## config.mk

```make
export PLATFORM = sky130hd
export DESIGN_NAME = uart_rx
export DESIGN_NICKNAME = d
export VERILOG_FILES = /design/src/rtl/uart_rx.sv
export SDC_FILE = /design/constraint.sdc
export NUM_CORES = 1
export LEC_CHECK = 0
export CAP_MARGIN = 5
export CORE_AREA = 2 2 53 55
export DETAILED_ROUTE_END_ITERATION = 8
export DIE_AREA = 0 0 55 57
export GPL_TIMING_DRIVEN = 0
export HOLD_SLACK_MARGIN = 0.1
export PLACE_DENSITY = 0.73
export SETUP_SLACK_MARGIN = 0.2
export SYNTH_ARGS = -nofsm -noshare
export SYNTH_HDL_FRONTEND = slang
export SYNTH_SLANG_ARGS = --single-unit
```

## constraint.sdc

```tcl
create_clock -name clk -period 2.2 [get_ports clk]
set_clock_uncertainty 0.15 [all_clocks]
set_input_delay 0.22 -clock clk [delete_from_list [all_inputs] [get_ports clk]]
set_output_delay 0.22 -clock clk [all_outputs]
set_load 0.03 [all_outputs]
```

## src/rtl/uart_rx.sv

```systemverilog
// UART 8-N-1 receiver: 2-FF synchronized rx, mid-bit sampling, start-glitch and stop-bit checks.
// Latency: 2 + N/2 + 9N clk from rx falling edge to done/frame_err (+-1 for edge phase).
// No backpressure: done/frame_err are one-cycle strobes; dout holds until the next good frame.
module uart_rx #(
    parameter int NUM_CLKS_PER_BIT = 16
) (
    input  logic       clk,
    input  logic       rstn,
    input  logic       rx,
    output logic [7:0] dout,
    output logic       done,
    output logic       frame_err,
    output logic       busy
);
    localparam int CW = $clog2(NUM_CLKS_PER_BIT);
    localparam logic [CW-1:0] HALF_LAST = CW'(NUM_CLKS_PER_BIT / 2 - 1);
    localparam logic [CW-1:0] BIT_LAST  = CW'(NUM_CLKS_PER_BIT - 1);

    typedef enum logic [1:0] {IDLE, START, DATA, STOP} state_t;

    state_t          state, state_nxt;
    logic [CW-1:0]   clk_cnt, clk_cnt_nxt;
    logic [2:0]      bit_idx, bit_idx_nxt;
    logic [7:0]      shreg, shreg_nxt;
    logic [7:0]      dout_nxt;
    logic            done_nxt, frame_err_nxt;
    logic            rx_meta, rx_s;

    // Synchronizer resets to the idle-high line level so reset never looks like a start bit.
    always_ff @(posedge clk or negedge rstn) begin
        if (!rstn) begin
            rx_meta <= 1'b1;
            rx_s    <= 1'b1;
        end else begin
            rx_meta <= rx;
            rx_s    <= rx_meta;
        end
    end

    always_ff @(posedge clk or negedge rstn) begin
        if (!rstn) begin
            state     <= IDLE;
            clk_cnt   <= '0;
            bit_idx   <= '0;
            shreg     <= '0;
            dout      <= '0;
            done      <= 1'b0;
            frame_err <= 1'b0;
        end else begin
            state     <= state_nxt;
            clk_cnt   <= clk_cnt_nxt;
            bit_idx   <= bit_idx_nxt;
            shreg     <= shreg_nxt;
            dout      <= dout_nxt;
            done      <= done_nxt;
            frame_err <= frame_err_nxt;
        end
    end

    always_comb begin
        state_nxt     = state;
        clk_cnt_nxt   = clk_cnt;
        bit_idx_nxt   = bit_idx;
        shreg_nxt     = shreg;
        dout_nxt      = dout;
        done_nxt      = 1'b0;
        frame_err_nxt = 1'b0;
        case (state)
            IDLE: begin
                clk_cnt_nxt = '0;
                if (!rx_s) state_nxt = START;
            end
            START: begin
                if (clk_cnt == HALF_LAST) begin
                    clk_cnt_nxt = '0;
                    if (!rx_s) begin
                        state_nxt   = DATA;
                        bit_idx_nxt = '0;
                    end else begin
                        state_nxt = IDLE;
                    end
                end else begin
                    clk_cnt_nxt = clk_cnt + CW'(1);
                end
            end
            DATA: begin
                if (clk_cnt == BIT_LAST) begin
                    clk_cnt_nxt = '0;
                    shreg_nxt   = {rx_s, shreg[7:1]};
                    if (bit_idx == 3'd7) state_nxt = STOP;
                    else                 bit_idx_nxt = bit_idx + 3'd1;
                end else begin
                    clk_cnt_nxt = clk_cnt + CW'(1);
                end
            end
            STOP: begin
                // Leaving at mid-stop gives half a bit of slack to catch a back-to-back start edge.
                if (clk_cnt == BIT_LAST) begin
                    clk_cnt_nxt = '0;
                    state_nxt   = IDLE;
                    if (rx_s) begin
                        dout_nxt = shreg;
                        done_nxt = 1'b1;
                    end else begin
                        frame_err_nxt = 1'b1;
                    end
                end else begin
                    clk_cnt_nxt = clk_cnt + CW'(1);
                end
            end
            default: state_nxt = IDLE;
        endcase
    end

    assign busy = (state != IDLE);

endmodule

```

# Yosys cells after proc, flatten, opt, wreduce, memory -nomap -nowiden
# Cells that the tools add are included.
[word_totals]
inputBits = 3
ff_bits = 29
elab_cells = 53
out_inout_bits = 11
[op_classes]
eq_ne = 13
n_mux = 21
addsub = 2
n_reduce_logical = 8
[op_table]
columns = ["cell", "n"]
rows = [
  ["inequality test 2 bit, second input constant", 7],
  ["2-to-1 mux 2 bit", 6],
  ["2-to-1 mux 3 bit", 4],
  ["case mux 4 bit (3 select lines)", 1],
  ["AND reduction 5 bit", 2],
  ["2-to-1 mux 4 bit", 2],
  ["case mux 2 bit (4 select lines)", 1],
  ["2-to-1 mux 1 bit", 6],
  ["case mux 3 bit (2 select lines)", 1],
  ["adder 4 x 1 -> 4 bit, second input constant", 1],
  ["== test 2 bit, second input constant", 2],
  ["== test 4 x 3 -> 1 bit, second input constant", 1],
  ["== test 4 bit, second input constant", 1],
  ["nonzero test 2 bit", 2],
  ["adder 3 x 1 -> 3 bit, second input constant", 1],
  ["== test 3 bit, second input constant", 1],
  ["AND reduction 3 bit", 1],
  ["== test 2 x 1 -> 1 bit, second input constant", 1],
  ["zero test 2 bit", 1],
  ["AND reduction 2 bit", 1],
  ["OR reduction 2 bit", 1],
]

# Logic depth before layout (Yosys ltp)
[depth]
depth_word = 4
mapped_depth = 5
depth_no_buf = 5

# Worst setup path after synthesis
# Ideal clock, no wire load.
[synth_timing]
path_type = "reg-to-reg"
start = "reg clk_cnt[0]"
end = "reg dout[0]"
n_path_buf = 0
path_stages_with_launch = 5
t_arrival_ns = 1.330
setup_time_ns = 0.128
synth_period_minus_slack_ns = 1.607
required_time_ns = 1.922
path_slack_ns = 0.593
path_cell_list = "dfrtp_1 -> ha_1 -> nand4_4 -> nor2_4 -> mux2_1"
[synth_between]
elab_chain_cells = 2
[synth_rtl]
columns = ["element", "line_no", "rtl"]
rows = [
  ["start, declared", "22", "logic [CW-1:0] clk_cnt, clk_cnt_nxt;"],
  ["start signal, assigned", "51", "clk_cnt <= clk_cnt_nxt;"],
  ["== test 4 bit", "98", "if (clk_cnt == BIT_LAST) begin"],
  ["AND reduction 3 bit (no line)", "-", ""],
  ["end signal, assigned", "54", "dout <= dout_nxt;"],
  ["end, declared", "10", "output logic [7:0] dout,"],
]
# No other way between the ends.
# A chain may end at the register's enable or synchronous reset.

==> results list <==
- FF-to-FF path depth: 5
- Met2 routing resource usage after global routing: approximately a fifth
* Number of antenna cells inserted: 0
- During placement, the flow inserted port buffers numbering 13.
- Across the run, the number of max-cap violations was 0.
- In this run the core area contains 19 standard-cell rows.
- Final hold violations: 0
- Hold Crit Class: input port to register
- At the end of routability-driven placement, the weighted congestion stood at 0.7869.
- The flow ran to the end, and the final reports show no timing, DRC or antenna violations.
* Buffers inserted during post-CTS setup optimization: 0
* Setup crit end kind: output port
* Launch point of the worst hold path: rx
- Post-Synthesis Cells: 87
* Leading cell types by total area after synthesis: dfrtp_1 (56%), mux2_1 (12%), dfstp_2 (4.4%), mux2_2 (3.7%), ha_1 (3.1%)
* Crit Path Max Fanout: 10
* Die height: 57 µm
- Wire length of the first global-routing pass: 3201 µm
* Synthesized area: 1204 µm²
- Sequential cells burn 49.4% of the power.
- After detailed routing, the number of remaining DRC violations is 0.
- Via density per instance: 5.286
- CTS tree: done
- The total area inside the core boundary comes to ~2600 µm².
- Pin placement for this block handled 14 I/O pins.
- Capture endpoint of the worst hold path: rx_meta
- After the last flow step, the layout net total stands at 114.
- For this run, the slowest stage of the critical path takes between 0.3 and 0.4 ns.
- Cells with a size suffix above 1 make up 18.35% of the layout.
* Sequential fraction of the synthesis area: between 60% and 70%
- Final HPWL from detailed placement: 1260 µm
- Setup violations remaining at the end of the flow were counted as 0.
* Setup slack on the worst flop-to-flop path: 0.41 ns
- Measured against its own limit, the worst slew margin works out to between 50% and 60%.
* Routed WL per cell: 12.78 µm
* Clock slew seen by the registers of the worst setup and hold paths: 0.08 ns
* Largest voltage drop on the vdd net: 456.8 µV
- For this run, the total global-route usage over all layers was measured as 14.73%.
- Post-Route Hold Slack: 0.1590 ns
* Largest net degree at the start of global routing: 30
- In this run the power spent charging and discharging nets is 0.4241 mW.
- After routing, the total negative slack on setup checks comes to 0 ns.
* Met1 usage: a little under a fifth
* Number of warnings reported in the yosys synthesis log: 0
- Most frequent cells after synthesis: dfrtp_1 (27), mux2_1 (13), mux2_2 (4), nand2_1 (4), nor2_1 (4)
- Post-detailed-routing wire length: 1789 µm
* Commonest register cell after synthesis: dfrtp_1
- The critical path goes through buf_2, nor2_1, inv_1, dlygate4sd2_1.
* R2R Path End: bit_idx[0]
- Leakage component of the power: 0.6842 nW
- Timing-limited maximum frequency: 0.5253 GHz
* Distinct cell type count after synthesis: 28
- Final period utilization: 86.53%
* Power density over the cells: a little over 900 nW/µm²
- The clock drives 29 sinks.
- For the pin with the worst max-slew slack, the measured transition is 0.6148 ns.
- Global routing's busiest layer: met2
* Library cell contributing the largest single delay on the critical path: dfrtp_1
- Drt pass-1 iters: 3
- Worst EP required: 1.83 ns
- Initial standard-cell utilization of the core: 46.03%
- The number of antenna violations at the first check in global routing came to 0.
- The total overflow left after global routing is 0.
- The cell sitting at the root of the clock tree is a clkbuf_4.
* Number of violations reported at the end of detailed-routing iteration 0: 3
* Most used standard cell by instance count after synthesis: dfrtp_1
- Yosys mapped a number of flops with a built-in enable equal to 0.
- Clock power share: between 20% and 30%
- Insertion delay of the later-clocked pin in the worst-skew pair: 0.32 ns
* Final-report max-slew violation count: 0
- The die is 55 µm wide.
- The smallest clock period supported by the final layout is computed as around 1.9 ns.
* Layout area overhead: 19.23%
- Cell count of the worst hold path: 1
- The number of nets handed over by synthesis was 93.
* Worst path arrival time: 1.53 ns
- Combined buffer and inverter count along the critical path: 3
- The die covers 3135 µm².
- Met3 Track Usage GR: 5.497%
- Setup repair after global routing left no endpoint under its margin.
* Via count: 740
- The longest clock path from root to sink contains 2 buffers.
- Cell internal power dissipation: 0.8973 mW
* Synthesized area per cell: 13.84 µm²
- The H-tree was split into 2 levels.
- Of the post-synthesis cell area, the dominant cell type holds approximately 56%.
- Number of global-route vias before repair: 748
- Category of the worst setup path launch point: register
- Logic gate share of total power: 26.1%
* Family of cells with the greatest summed delay on the critical path: buffers and inverters
* Crit path kind: register to output port
- Post-DRT Antenna Nets: 0
- Dominant cell type by area after synthesis: dfrtp_1
- Counting flops and latches in the post-synthesis netlist gives 29.
- The number of clock buffers added by TritonCTS is 5.
- Share of synthesized registers carrying an async set or reset: 100.0%
* Sw Share: 32.10%
- Worst reg2reg startpoint: clk_cnt[0]
-- worst max-delay path by stage --
stage	from	end	slack (ns)	depth (start not counted)
after floorplan	clk_cnt[0]	dout[0]	0.59	4
after global placement	rstn	done	0.33	1
after detailed placement	rstn	dout[3]	0.28	1
after CTS	register	busy	0.28	4
after global routing	register	busy	0.21	4
final	register	busy	0.30	4
-- cell type report --
class	instances	area [µm²]
fillers	224	1180
flip-flops and latches	29	728.2
multi-input cells	52	446.7
repair buffers	14	133.9
clock buffers	8	58.81
well taps	31	38.79
plain buffers	3	17.52
inverters	3	11.26
-- routing by layer --
metal	part of all wire [%]	vias to the layer above
met5	0	-
met4	2.8	0
met3	3.7	7
met2	48	13
met1	46	367
li1	-	353
-- layout by cell type, fill, tap and decap left out, types with 2 or more instances in the layout --
cell type,instances
a21oi_1,2
a22o_1,2
buf_2,3
clkbuf_1,2
clkbuf_4,5
clkdlybuf4s50_1,11
dfrtp_1,27
dfstp_2,2
ha_1,3
inv_1,2
mux2_1,13
mux2_2,4
nand2_1,4
nand3_1,3
nor2_1,4
nor2_4,2
nor2b_1,2
o21ai_0,2
-- what timing repair did --
action,CTS,global route
hold buffers,0,1
endpoints found under the setup margin,1,0
endpoints found under the hold margin,0,27
resized for setup,1,0
-- sequential cells by signal (all words and copies together), names as in the netlist, named ones only --
name	flops
bit_idx	3
frame_err	1
shreg	8
clk_cnt	4
done	1
dout	8
rx_meta	1
rx_s	1
state	1
-- power groups by stage --
| stage | Sequential, mW | Combinational (mW) | Clock, mW |
|---|---|---|---|
| after floorplan | 0.655 | 0.270 | 0 |
| after global placement | 0.658 | 0.329 | 0 |
| after detailed placement | 0.661 | 0.352 | 0 |
| after CTS | 0.653 | 0.349 | 0.338 |
| after global routing | 0.663 | 0.392 | 0.373 |
| final | 0.653 | 0.345 | 0.323 |
-- stage by stage --
stage / power, mW / utilization, % / worst slack [ns] / instance area, µm² / instances
2_1_floorplan: 0.9249 / - / 0.5925 / 1204 / 87
3_3_place_gp: 0.9868 / 52.49 / 0.3256 / 1373 / 131
3_5_place_dp: 1.012 / 52.49 / 0.2820 / 1373 / 131
4_1_cts: 1.341 / 54.69 / 0.2759 / 1430 / 139
5_1_grt: 1.428 / 54.88 / 0.2093 / 1435 / 140
6_report: 1.321 / 54.88 / 0.2963 / 1435 / 140
-- cells by family after synthesis --
| group | after synthesis | synth area share, % |
|---|---|---|
| DFF | 29 | 60.50 |
| and+or+nand+nor | 20 | 10.81 |
| muxes | 17 | 15.90 |
| buffers and inverters | 6 | 2.391 |
| AOI/OAI and AO/OA | 10 | 5.822 |
| xor gates and xnor gates | 2 | 1.456 |
| adders and majority gates | 3 | 3.119 |
-- worst register-to-register path, cell delays in order (launching register included) --
cell and delay (ns):
dfrtp_1 0.40, ha_1 0.31, nand4_4 0.17, nor3_2 0.25, a21oi_1 0.13, mux2_2 0.28
No activity file was read; power rests on OpenSTA's default activity.
